===== config.mk =====
export PLATFORM = sky130hd
export DESIGN_NAME = cc_reg
export DESIGN_NICKNAME = d
export VERILOG_FILES = /design/src/rtl/y86_pkg.sv /design/src/rtl/cc_flags.sv /design/src/rtl/cc_reg.sv
export SDC_FILE = /design/constraint.sdc
export NUM_CORES = 1
export LEC_CHECK = 0
export CAP_MARGIN = 20
export CELL_PAD_IN_SITES_DETAIL_PLACEMENT = 1
export CELL_PAD_IN_SITES_GLOBAL_PLACEMENT = 1
export CORE_AREA = 2 2 81 83
export CTS_BUF_LIST = sky130_fd_sc_hd__clkbuf_2
export CTS_CLUSTER_DIAMETER = 100
export CTS_CLUSTER_SIZE = 10
export DETAILED_ROUTE_END_ITERATION = 8
export DIE_AREA = 0 0 83 85
export GPL_TIMING_DRIVEN = 0
export PLACE_DENSITY_LB_ADDON = 0.1
export SYNTH_ARGS = -nofsm -noshare
export SYNTH_HDL_FRONTEND = slang
export SYNTH_HIERARCHICAL = 1
export SYNTH_SLANG_ARGS = --single-unit

===== constraint.sdc =====
create_clock -name clk -period 1.22 [get_ports clk]
set_clock_uncertainty 0.2 [all_clocks]
set_input_delay 0.305 -clock clk [delete_from_list [all_inputs] [get_ports clk]]
set_output_delay 0.305 -clock clk [all_outputs]
set_load 0.02 [all_outputs]

===== src/rtl/y86_pkg.sv =====
// Shared Y86 constants: icodes, ALU function codes, ZSO bit positions and CC reset value.
package y86_pkg;
    localparam logic [3:0] IOPQ   = 4'h6;
    localparam logic [3:0] ALUADD = 4'h0;
    localparam logic [3:0] ALUSUB = 4'h1;
    localparam logic [3:0] ALUAND = 4'h2;
    localparam logic [3:0] ALUXOR = 4'h3;

    localparam int ZF_B = 2;
    localparam int SF_B = 1;
    localparam int OF_B = 0;

    localparam logic [2:0] CC_RST = 3'b100;
endpackage


===== src/rtl/cc_flags.sv =====
// Combinational ZF/SF/OF generator for the execute-stage ALU result.
module cc_flags
    import y86_pkg::*;
#(
    parameter int W = 64
) (
    input  logic [3:0]   ifun,
    input  logic [W-1:0] a,
    input  logic [W-1:0] b,
    input  logic [W-1:0] res,
    output logic [2:0]   flags
);
    logic of;

    always_comb begin
        of = 1'b0;
        case (ifun)
            ALUADD:  of = (a[W-1] == b[W-1]) && (res[W-1] != a[W-1]);
            // sub computes b - a, so overflow is judged against b's sign
            ALUSUB:  of = (a[W-1] != b[W-1]) && (res[W-1] != b[W-1]);
            default: of = 1'b0;
        endcase
    end

    always_comb begin
        flags       = 3'b000;
        flags[ZF_B] = (res == '0);
        flags[SF_B] = res[W-1];
        flags[OF_B] = of;
    end
endmodule


===== src/rtl/cc_reg.sv =====
// Y86 condition-code register: gated ZSO latch with exception freeze.
// Optional committed-update counter enabled by defining CC_UPDCNT_EN.
module cc_reg
    import y86_pkg::*;
#(
    parameter int W = 64
) (
    input  logic         clk,
    input  logic         rst_n,
    input  logic         e_valid,
    input  logic [3:0]   e_icode,
    input  logic [3:0]   e_ifun,
    input  logic [W-1:0] alu_a,
    input  logic [W-1:0] alu_b,
    input  logic [W-1:0] alu_res,
    input  logic         e_stall,
    input  logic         m_exc,
    input  logic         w_exc,
    output logic [2:0]   zso,
    output logic         frozen
`ifdef CC_UPDCNT_EN
    ,
    output logic [31:0]  upd_cnt
`endif
);
    logic [2:0] flags;
    logic [2:0] zso_q, zso_d;
    logic       frozen_q, frozen_d;
    logic       set_cc;

    cc_flags #(.W(W)) u_flags (
        .ifun  (e_ifun),
        .a     (alu_a),
        .b     (alu_b),
        .res   (alu_res),
        .flags (flags)
    );

    // m_exc only blocks the update; the memory-stage instruction may yet be squashed
    assign set_cc = e_valid && (e_icode == IOPQ) && (e_ifun <= ALUXOR)
                 && !e_stall && !m_exc && !w_exc && !frozen_q;

    always_comb begin
        zso_d    = zso_q;
        frozen_d = frozen_q;
        if (set_cc) zso_d = flags;
        if (w_exc)  frozen_d = 1'b1;
    end

    always_ff @(posedge clk or negedge rst_n) begin
        if (!rst_n) begin
            zso_q    <= CC_RST;
            frozen_q <= 1'b0;
        end else begin
            zso_q    <= zso_d;
            frozen_q <= frozen_d;
        end
    end

    assign zso    = zso_q;
    assign frozen = frozen_q;

`ifdef CC_UPDCNT_EN
    logic [31:0] upd_cnt_q, upd_cnt_d;

    always_comb begin
        upd_cnt_d = upd_cnt_q;
        if (set_cc) upd_cnt_d = upd_cnt_q + 32'd1;
    end

    always_ff @(posedge clk or negedge rst_n) begin
        if (!rst_n) upd_cnt_q <= 32'd0;
        else        upd_cnt_q <= upd_cnt_d;
    end

    assign upd_cnt = upd_cnt_q;
`endif
endmodule


==> out/results.ini <==
[outcome]
status=complete, but fails checks
violations=setup timing

[clock_network]
cts_buffers=3
clkTransAtPathRegs_ps=60
cts.sinks=4
clk_latency_ps=220
clk_path_buf_depth=2
cts_tree=built
h-tree-depth=1
ctsHoldBuffers=0
root_buffer=clkbuf_2

[final_layout]
layout.nets=337
final_layout_size_suffix_gt1_frac=0.292
syn2layout_area_growth_pct=287
regArea_sq_um=103
stdcell_count=208
multi_input_area_sq_um=365
layout_common_cells=dlymetal6s2s_1 (40), dlygate4sd2_1 (20), nor4_2 (17), clkdlybuf4s50_1 (12), clkdlybuf4s15_1 (6)
layout_commonest_cell=dlymetal6s2s_1
fin_area_sq_mm=0.00153
num-fill-cells=707

[drt]
wirelength_mm=2.76
via_per_inst=3.60
vias=748
first_pass_iters=5
routedWlPerCell_um=13.3
drtIter0Drc=3
ant_nets=0
drc=0

[timing]
final.min_clock_period_ps=1600
drv_slew=0
maxSlewHeadroom=0.819
hold_viol_final=0
finalSetupViolCount=8
fmax_mhz=625
fin_ws_ps=-381
finalCritPeriodShare=1.31
worst_pin_slew_ps=269
rsz0062_at_grt=yes

[power_and_ir_drop]
total_power_w=0.000553
p_per_area_mw_per_mm2=361
leakage_nw=0.884
max-vdd-ir-drop_v=0.000328

[yosys]
synthesis.instances=40
yosys_register_bits=4
synth_fp_nets=246
synth_area_sq_um=397
avgSynthCellArea_sq_um=9.92
synth_cell_types=12
yosysWarnings=6
ys_seq_area_frac=0.256

[worst_hold_path]
hp-class=in2async

[floorplanning]
die-area_sq_mm=0.00706
rows=29
die_w_um=83
coreArea_sq_mm=0.00620
initial_core_util=0.0639
die_h_um=85
ios=210

[global_route]
grt_pass1_wl_mm=4.11
use_met3=0.0516
antenna_found_initial=1
use_met1=0.0792
grt_pass1_vias=880
grt_max_degree=5
gr-usage-all-layers=0.0729
grt_busiest_layer=met2
grt_use_met2=0.118
grt_overflow=0

[placement]
place_inst=200
port_buffers=83
placed_area_sq_mm=0.00133
hpwl_mm=2.39
place_congestion=0.749

[setup_path]
critical_path_class=reg2reg
slowest_delay_ps=420
crit_path_cell_trace=nor4b_4, nand4_1, mux2_4
rr_worst_depth=3
arrival_ps=1490
r2r_slack_ps=-380
critPathMaxFanout=3
start_kind=register
end_kind=register
cp_slowest_cell=dfrtp_2
cp.required_ps=1110

[run]
max_cap_viol_count=0

kinds of logic after synthesis:
| logic type | count (synthesis) | synth area share |
|---|---|---|
| buffers and inverters | 2 | 0.0378 |
| flip-flops | 4 | 0.256 |
| AND/OR/NAND/NOR | 29 | 0.574 |
| XOR/XNOR | 1 | 0.0221 |
| multiplexers | 4 | 0.110 |
critical path, delay by kind of cell, from the launching register on:
family | cells | cell delay, ps
AND/OR/NAND/NOR | 2 | 500
multiplexers | 1 | 350
flip-flops | 1 | 420
final cells by class:
cell class              count  area share
well taps                  77      0.0628
multi-input cells          34       0.238
diodes                      1     0.00163
repair buffers             86       0.608
plain buffers               2     0.00979
clock buffers               4      0.0131
flip-flops and latches      4      0.0669
metrics by stage:
stage	TNS (ps)	setup WS [ps]	utilization	hold WS, ps
after CTS	-1850	-488	0.224	76.1
final	-1560	-381	0.247	89.4
after floorplan	-567	-203	-	-191
after global routing	-2030	-452	0.247	76.8
after global placement	-3600	-799	0.214	293
after detailed placement	-3660	-801	0.214	289
flip-flops by register name (all words and copies together), names as in the netlist:
| name | cells |
|---|---|
| zso | 3 |
| frozen | 1 |
cells in the mapped netlist:
| master | n | area [sq um] |
|---|---|---|
| mux2_2 | 3 | 33.8 |
| nor4_2 | 6 | 75.1 |
| dfrtp_1 | 3 | 75.1 |
| nor4b_2 | 1 | 15.0 |
| nor2b_1 | 3 | 18.8 |
| buf_4 | 2 | 15.0 |
| mux2i_1 | 1 | 10.0 |
| dfstp_2 | 1 | 26.3 |
| nand4_1 | 5 | 31.3 |
| nor4_1 | 13 | 81.3 |
| or2_2 | 1 | 6.26 |
| xnor2_1 | 1 | 8.76 |
worst paths after layout:
check                             from     end
worst max register to register  frozen  zso[0]
max in group asynchronous        rst_n  zso[2]
worst min register to register  zso[1]  zso[1]
worst max-delay path            frozen  zso[0]
min in group clk                 w_exc  frozen
worst min-delay path             rst_n  zso[1]
where the power goes:
group | switching (W) | internal [W]
clock network | 0.0000643 | 0.0000866
registers | 0.0000000333 | 0.000133
logic | 0.0000750 | 0.000194
total | 0.000139 | 0.000414
layer usage:
layer | routed length [um] | vias to the layer above
met5 | 0 | -
met4 | 13 | 0
met3 | 427 | 2
met2 | 1220 | 63
met1 | 1100 | 330
li1 | - | 353
what timing repair did:
action	CTS	global route
hold endpoints to repair	0	0
gates resized for setup	61	53
setup buffers	2	1
setup endpoints to repair	7	7
pin swaps	17	25
Power figures use the tool's default switching activity.
